<file path="src/rtl/pipe_ctl.sv">
// rtl/pipe_ctl.sv - MIPS 5-stage hazard, branch-squash and dmem-freeze controller.
// Define PIPE_CTL_PERF_EN to add saturating stall_cnt/flush_cnt performance counters.
module pipe_ctl #(
    parameter int DMEM_TIMEOUT = 15,
    parameter int CNT_W        = 16
) (
    input  logic             clk,
    input  logic             rst_n,
    input  logic [31:0]      ID_ir,
    input  logic [2:0]       EX_ctlm,
    input  logic [4:0]       EX_rt,
    input  logic [2:0]       MEM_ctlm,
    input  logic             MEM_PCSrc,
    input  logic             dmem_ready,
    output logic             pc_write,
    output logic             ifid_write,
    output logic             ifid_flush,
    output logic             idex_bubble,
    output logic             exmem_flush,
    output logic             pipe_hold,
    output logic             dmem_err,
`ifdef PIPE_CTL_PERF_EN
    output logic [CNT_W-1:0] stall_cnt,
    output logic [CNT_W-1:0] flush_cnt,
`endif
    output logic [1:0]       state
);

    localparam int WCNT_W = $clog2(DMEM_TIMEOUT + 1);

    typedef enum logic [1:0] {
        RUN   = 2'd0,
        DWAIT = 2'd1,
        ERR   = 2'd3
    } state_t;

    state_t              r_state, w_state_nxt;
    logic [WCNT_W-1:0]   r_wcnt, w_wcnt_nxt;
    logic                r_err, w_err_nxt;
    logic                w_mem_access;
    logic                w_rt_is_src;
    logic                w_load_use;
    logic                w_flow;
    logic [5:0]          w_opcode;

    assign w_opcode     = ID_ir[31:26];
    assign w_mem_access = MEM_ctlm[1] | MEM_ctlm[0];

    // rt is only a source for R-type, beq, bne and sw; otherwise it is a destination.
    assign w_rt_is_src = (w_opcode == 6'h00) || (w_opcode == 6'h04) ||
                         (w_opcode == 6'h05) || (w_opcode == 6'h2B);

    assign w_load_use = EX_ctlm[1] && (EX_rt != 5'd0) &&
                        ((EX_rt == ID_ir[25:21]) ||
                         (w_rt_is_src && (EX_rt == ID_ir[20:16])));

    always_ff @(posedge clk or negedge rst_n) begin
        if (!rst_n) begin
            r_state <= RUN;
            r_wcnt  <= '0;
            r_err   <= 1'b0;
        end else begin
            r_state <= w_state_nxt;
            r_wcnt  <= w_wcnt_nxt;
            r_err   <= w_err_nxt;
        end
    end

    always_comb begin
        w_state_nxt = r_state;
        w_wcnt_nxt  = r_wcnt;
        w_err_nxt   = r_err;
        w_flow      = 1'b0;
        pc_write    = 1'b1;
        ifid_write  = 1'b1;
        ifid_flush  = 1'b0;
        idex_bubble = 1'b0;
        exmem_flush = 1'b0;
        pipe_hold   = 1'b0;

        case (r_state)
            RUN: begin
                if (w_mem_access && !dmem_ready) begin
                    pc_write    = 1'b0;
                    ifid_write  = 1'b0;
                    pipe_hold   = 1'b1;
                    w_wcnt_nxt  = WCNT_W'(1);
                    w_state_nxt = DWAIT;
                end else begin
                    w_flow = 1'b1;
                end
            end
            DWAIT: begin
                if (!dmem_ready) begin
                    pc_write   = 1'b0;
                    ifid_write = 1'b0;
                    pipe_hold  = 1'b1;
                    if (r_wcnt == WCNT_W'(DMEM_TIMEOUT)) begin
                        w_state_nxt = ERR;
                        w_err_nxt   = 1'b1;
                    end else begin
                        w_wcnt_nxt = r_wcnt + WCNT_W'(1);
                    end
                end else begin
                    w_wcnt_nxt  = '0;
                    w_state_nxt = RUN;
                    w_flow      = 1'b1;
                end
            end
            ERR: begin
                pc_write   = 1'b0;
                ifid_write = 1'b0;
                pipe_hold  = 1'b1;
            end
            default: begin
                w_state_nxt = RUN;
                w_wcnt_nxt  = '0;
            end
        endcase

        // Normal flow: a taken branch squashes the wrong path, which also covers any load-use.
        if (w_flow) begin
            if (MEM_PCSrc) begin
                ifid_flush  = 1'b1;
                idex_bubble = 1'b1;
                exmem_flush = 1'b1;
            end else if (w_load_use) begin
                pc_write    = 1'b0;
                ifid_write  = 1'b0;
                idex_bubble = 1'b1;
            end
        end

        if (!rst_n) begin
            pc_write    = 1'b1;
            ifid_write  = 1'b1;
            ifid_flush  = 1'b0;
            idex_bubble = 1'b0;
            exmem_flush = 1'b0;
            pipe_hold   = 1'b0;
        end
    end

    assign dmem_err = r_err;
    assign state    = r_state;

`ifdef PIPE_CTL_PERF_EN
    logic [CNT_W-1:0] r_stall_cnt;
    logic [CNT_W-1:0] r_flush_cnt;

    always_ff @(posedge clk or negedge rst_n) begin
        if (!rst_n) begin
            r_stall_cnt <= '0;
            r_flush_cnt <= '0;
        end else begin
            if (!pc_write && (r_stall_cnt != '1))
                r_stall_cnt <= r_stall_cnt + CNT_W'(1);
            if (ifid_flush && (r_flush_cnt != '1))
                r_flush_cnt <= r_flush_cnt + CNT_W'(1);
        end
    end

    assign stall_cnt = r_stall_cnt;
    assign flush_cnt = r_flush_cnt;
`endif

endmodule

</file>
<file path="config.mk">
export PLATFORM = sky130hd
export DESIGN_NAME = pipe_ctl
export DESIGN_NICKNAME = d
export VERILOG_FILES = /design/src/rtl/pipe_ctl.sv
export SDC_FILE = /design/constraint.sdc
export NUM_CORES = 1
export LEC_CHECK = 0
export CORE_UTILIZATION = 31
export DETAILED_ROUTE_END_ITERATION = 12
export GPL_ROUTABILITY_DRIVEN = 0
export PLACE_DENSITY = 0.84
export SETUP_SLACK_MARGIN = 0.2
export SLEW_MARGIN = 20
export SYNTH_ARGS = -nofsm -noshare
export SYNTH_HDL_FRONTEND = slang
export SYNTH_SLANG_ARGS = --single-unit
</file>
<file path="constraint.sdc">
create_clock -name clk -period 3.5 [get_ports clk]
set_clock_uncertainty 0.05 [all_clocks]
set_input_delay 0.525 -clock clk [delete_from_list [all_inputs] [get_ports clk]]
set_output_delay 0.525 -clock clk [all_outputs]
set_load 0.005 [all_outputs]
</file>
## After elaboration in Yosys (flattened, before gate mapping)

Index checks and enable logic that the tools add are counted.

| storage, ports and cells | value |
|---|---|
| memories kept | 0 |
| register bits | 7 |
| latch bits | 0 |
| bits in read-only memories | 0 |
| word-level logic and storage cells | 60 |
| output and inout bits | 9 |
| memory bits (writable) | 0 |

| operators by class | value |
|---|---|
| reductions and logical operators | 15 |
| order comparisons | 0 |
| add/subtract/negate cells | 1 |
| div/mod/pow operators | 0 |
| mux-type cells | 27 |
| multiply operators | 0 |
| bitwise logic cells | 3 |
| eq/ne operators | 11 |
| shift operators | 0 |

Operators with widths:

| cell | number |
|---|---|
| 2-to-1 mux 1 bit | 16 |
| equality test 6 x 3 -> 1 bit, second input constant | 2 |
| 2-to-1 mux 4 bit | 3 |
| one-hot mux 4 bit (3 select lines) | 1 |
| equality test 5 bit | 2 |
| AND reduction 3 bit | 3 |
| equality test 6 bit, second input constant | 1 |
| logical NOT 6 bit | 1 |
| 2-to-1 mux 2 bit | 3 |
| inequality test 3 bit, second input constant | 2 |
| one-hot mux 1 bit (3 select lines) | 2 |
| one-hot mux 2 bit (3 select lines) | 1 |
| nonzero test 5 bit | 1 |
| adder 4 x 1 -> 4 bit, second input constant | 1 |
| equality test 4 bit, second input constant | 1 |
| logical AND 1 bit | 4 |
| logical OR 1 bit | 4 |
| equality test 2 x 1 -> 1 bit, second input constant | 1 |
| equality test 2 bit, second input constant | 1 |
| logical NOT 2 bit | 1 |
| inequality test 2 bit, second input constant | 1 |
| inverter 1 bit | 2 |
| one-hot mux 1 bit (2 select lines) | 1 |
| logical NOT 1 bit | 1 |
| bitwise OR 1 bit | 1 |

## Logic depth before layout (Yosys ltp)

| depth | value |
|---|---|
| depth after elaboration | 11 |
| gate-level depth with buffers | 6 |
| mapped depth without buffers | 6 |

## Worst setup path before layout

Ideal clock, no wire load.

| path | value |
|---|---|
| kind | input to output |
| from | input ID_ir[27] |
| to | output pc_write |
| path buffers | 1 |
| data arrival time | 1.861 ns |
| path slack | 1.064 ns |
| stages | 5 |
| required time | 2.925 ns |
| cells stage by stage | or4_1 > a2111o_1 > a21oi_2 > a31oi_1 > buf_4 |

| on the way | value |
|---|---|
| cells in the longest elaborated chain, start to end | 11 |

Ends and longest elaborated chain:

| what | line | text |
|---|---|---|
| from (decl) | 9 | `input logic [31:0] ID_ir,` |
| equality test 6 x 3 -> 1 bit or logical NOT 6 bit (tied branches) | 50 | `assign w_rt_is_src = (w_opcode == 6'h00) \|\| (w_opcode == 6'h04) \|\|` |
| logical OR 1 bit (2 in a row) | 50 |  |
| logical OR 1 bit (*) | 51 | `(w_opcode == 6'h05) \|\| (w_opcode == 6'h2B);` |
| logical AND 1 bit (*) | 55 | `(w_rt_is_src && (EX_rt == ID_ir[20:16])));` |
| logical OR 1 bit (*) | 54 | `((EX_rt == ID_ir[25:21]) \|\|` |
| logical AND 1 bit (*) | 53 | `assign w_load_use = EX_ctlm[1] && (EX_rt != 5'd0) &&` |
| 2-to-1 mux 1 bit (*) (4 in a row) | -- |  |
| to (decl) | 15 | `output logic pc_write,` |

Mark *: on every way between the ends. The rest lies on a longest branch, timed or not.

## Final worst setup path

| path | value |
|---|---|
| from | input ID_ir[27] |
| to | output ifid_write |

| on the way | value |
|---|---|
| cells in the longest elaborated chain, start to end | 11 |

Ends and longest elaborated chain:

| what | line | text |
|---|---|---|
| equality test 6 x 3 -> 1 bit or logical NOT 6 bit (tied branches) | 50 |  |
| logical OR 1 bit (2 in a row) | 50 |  |
| logical OR 1 bit (*) | 51 |  |
| logical AND 1 bit (*) | 55 |  |
| logical OR 1 bit (*) | 54 |  |
| logical AND 1 bit (*) | 53 |  |
| 2-to-1 mux 1 bit (*) | 127 | `end else if (w_load_use) begin` |
| 2-to-1 mux 1 bit (*) | 123 | `if (MEM_PCSrc) begin` |
| 2-to-1 mux 1 bit (*) | 122 | `if (w_flow) begin` |
| 2-to-1 mux 1 bit (*) | 134 | `if (!rst_n) begin` |
| to (decl) | 16 | `output logic ifid_write,` |

Marked as above.

==> metrics.md <==
| Metric | Value |
|---|---|
| WP data arrival | `2.61 ns` |
| Ys async rst share | `100%` |
| Max_cap viols | `0` |
| Multiplexer share of the synthesized area | `0%` |
| Clk network pwr share | `30.7%` |
| Synthesized-area fraction occupied by adder cells | `2.21%` |
| Unrepaired setup endpoints after global routing | `no` |
| Setup WS post-layout | `0.320 ns` |
| Synth Area in Compound Gates | `17.5%` |
| Fmax | `314 MHz` |
| Met2 routed WL | `698 um` |
| CTS buffer count | `3` |
| Switch Pwr | `71.7 uW` |
| Slew @ Worst Pin | `0.313 ns` |
| # diodes | `0` |
| Syn Inst Count | `65` |
| Sequential fraction of the synthesis area | `31.0%` |
| FP Rows | `15` |
| Clock Latency Late Sink | `0.26 ns` |
| DR vias/cell | `4.84` |
| Most common cell after layout, fill and taps aside | `clkdlybuf4s50_1` |
| Pwr/cell area | `258 mW/mm^2` |
| Avg Inst Size Synth | `8.70 um^2` |
| Int Power | `181 uW` |
| Final hold violations | `0` |
| Metal3 WL | `110 um` |
| Most frequent cells in the layout | `clkdlybuf4s50_1, nor2_1, dfrtp_1, xnor2_1, xor2_1` |
| Count of cell types in the netlist | `29` |
| Slew Viols, Final | `0` |
| Slew HR | `79.1%` |
| Initial Utilization | `32.8%` |
| WP data required | `2.92 ns` |
| Static leakage | `0.000405 uW` |
| Die Ht | `44.7 um` |
| GRT Overall Usage | `15.0%` |
| Cell area after synthesis | `566 um^2` |
| Clock tree root buffer cell | `clkbuf_4` |
| Initial DRC Count | `17` |
| Routed vias | `625` |
| Total negative setup slack | `0 ns` |
| Post-route ant nets | `0` |
| WL met1 | `509 um` |
| Hold Buf Count CTS | `0` |
| Post-synthesis xor/xnor area fraction | `18.6%` |
| Vias in the first global route | `561` |
| Share of cells above drive strength 1 | `7.69%` |
| Critical path class | `input pin to primary output` |
| Max layer used | `met4` |
| Area grow syn2layout | `73.2%` |
| Final period util | `90.9%` |
| CTS tree | `done` |
| Full die area | `0.00200 mm^2` |
| CTS max path bufs | `2` |
| Crit path capture type | `primary output` |
| Sequential share of power | `36.6%` |
| Fillers | `166` |
| Startpoint Class | `input pin` |
| GR Overflow Total | `0` |
| DR DRC count | `0` |
| Minimum clock period | `3.18 ns` |
| Largest net degree at the start of global routing | `9` |
| Ranking of synthesized cells by area | `dfrtp_1, xnor2_1, xor2_1` |
| Yosys reg bits | `7` |
| CTS-repair resized insts | `0` |
| HPWL Detailed | `1200 um` |
| Routed WL | `1330 um` |
| Die X | `44.7 um` |
| Largest area contributor in the netlist | `dfrtp_1` |
| Switch share | `28.4%` |
| IO Port Bufs | `36` |
| Min-delay worst type | `flop to flop` |
| Final nets | `153` |
| CTS H-Tree Depth | `1` |
| Top_reg_cell synth | `dfrtp_1` |
| Ports | `56` |
| Yosys warnings | `0` |
| Final setup fails | `0` |
| Largest family of logic cells by synthesized area | `simple AND/OR/NAND/NOR gates` |
| DR pass1 iterations | `4` |
| Worst-path clk slew | `0.06 ns` |
| Post-CTS Setup Bufs | `0` |
| Floorplan core area | `0.00173 mm^2` |
| Power share of the combinational group | `32.7%` |
| Syn_nets | `113` |
| Post-synth EDFFs | `0` |
| Worst-path maximum fanout | `2` |
| Area share of the largest cell type after synthesis | `31.0%` |
| Status | `completed` |
| Antenna violations before repair | `0` |
| Clock Sink Count | `7` |
| Maximum vdd drop | `0.140 mV` |
| First-pass GRT wire length | `2160 um` |
| Fraction of the mapped netlist area in simple logic gates | `26.8%` |
| DP Worst Slack | `0.240 ns` |
| DR WL/cell | `10.3 um` |
==> layer usage <==
layer,up-vias,global-route usage (%)
met3,3,4.40
met1,277,15.6
met2,34,27.4
li1,311,-
met4,0,7.27
met5,-,0
==> worst paths after layout <==
| kind | startpoint | endpoint | slack (ns) | cells after the start |
|---|---|---|---|---|
| worst max-delay path | ID_ir[27] | ifid_write | 0.32 | 6 |
| worst min-delay path | dmem_err | dmem_err | 0.42 | 1 |
| worst max register to register | r_wcnt[0] | r_wcnt[3] | 1.91 | 6 |
| worst min register to register | dmem_err | dmem_err | 0.42 | 1 |
| max in group asynchronous | rst_n | r_wcnt[0] | 2.71 | 2 |
| min in group asynchronous | rst_n | r_wcnt[1] | 0.57 | 2 |
==> registers in the layout (all words and copies together) (netlist names) <==
name	count
r_wcnt	4
dmem_err	1
state	2
==> Yosys cell counts (all sizes together), types with 2 or more instances <==
master  count
nor2       10
nand3       2
nand4       3
or4         2
nand2b      2
and2        2
xor2        6
inv         2
a21oi       3
nand2       3
buf         2
dfrtp       7
xnor2       6
o21a        3
==> per-stage QoR <==
step	hold slack, ns	utilization, %	instance area (um^2)	power [uW]	std cells
after global placement	0.407	55.0	950	175	125
after floorplan	0.179	-	566	127	65
after detailed placement	0.417	55.0	950	178	125
after global routing	0.455	56.7	980	268	129
after CTS	0.431	56.6	977	256	129
final	0.422	56.7	980	253	129
==> power groups by stage <==
stage / Combinational [uW] / Sequential [uW] / Clock, uW
after CTS: 84.0 / 92.6 / 79.7
after global placement: 81.3 / 93.8 / 0
after floorplan: 34.3 / 92.8 / 0
after global routing: 91.1 / 93.6 / 82.9
after detailed placement: 84.1 / 93.9 / 0
final: 82.6 / 92.6 / 77.5
==> worst max-delay path, stage by stage <==
cell and delay (ns):
clkdlybuf4s50_1 0.41, or4_1 0.52, a2111o_1 0.40, a21oi_2 0.17, a31oi_1 0.11, clkdlybuf4s50_1 0.47
==> final cells by class <==
class,instances,area [um^2],area share (%)
Clock buffer,3,22.5,2.30
Clock inverter,1,5.00,0.511
Inverter,2,7.51,0.766
Multi-Input combinational cell,54,368,37.5
Sequential cell,7,175,17.9
Tap cell,25,31.3,3.19
Timing Repair Buffer,37,370,37.8
==> kinds of logic after synthesis <==
family,count (synthesis)
compound gates,13
xor+xnor,12
fa+ha+maj,1
buf+inv,4
flops,7
simple gates,28
(Power assumes the default switching activity.)
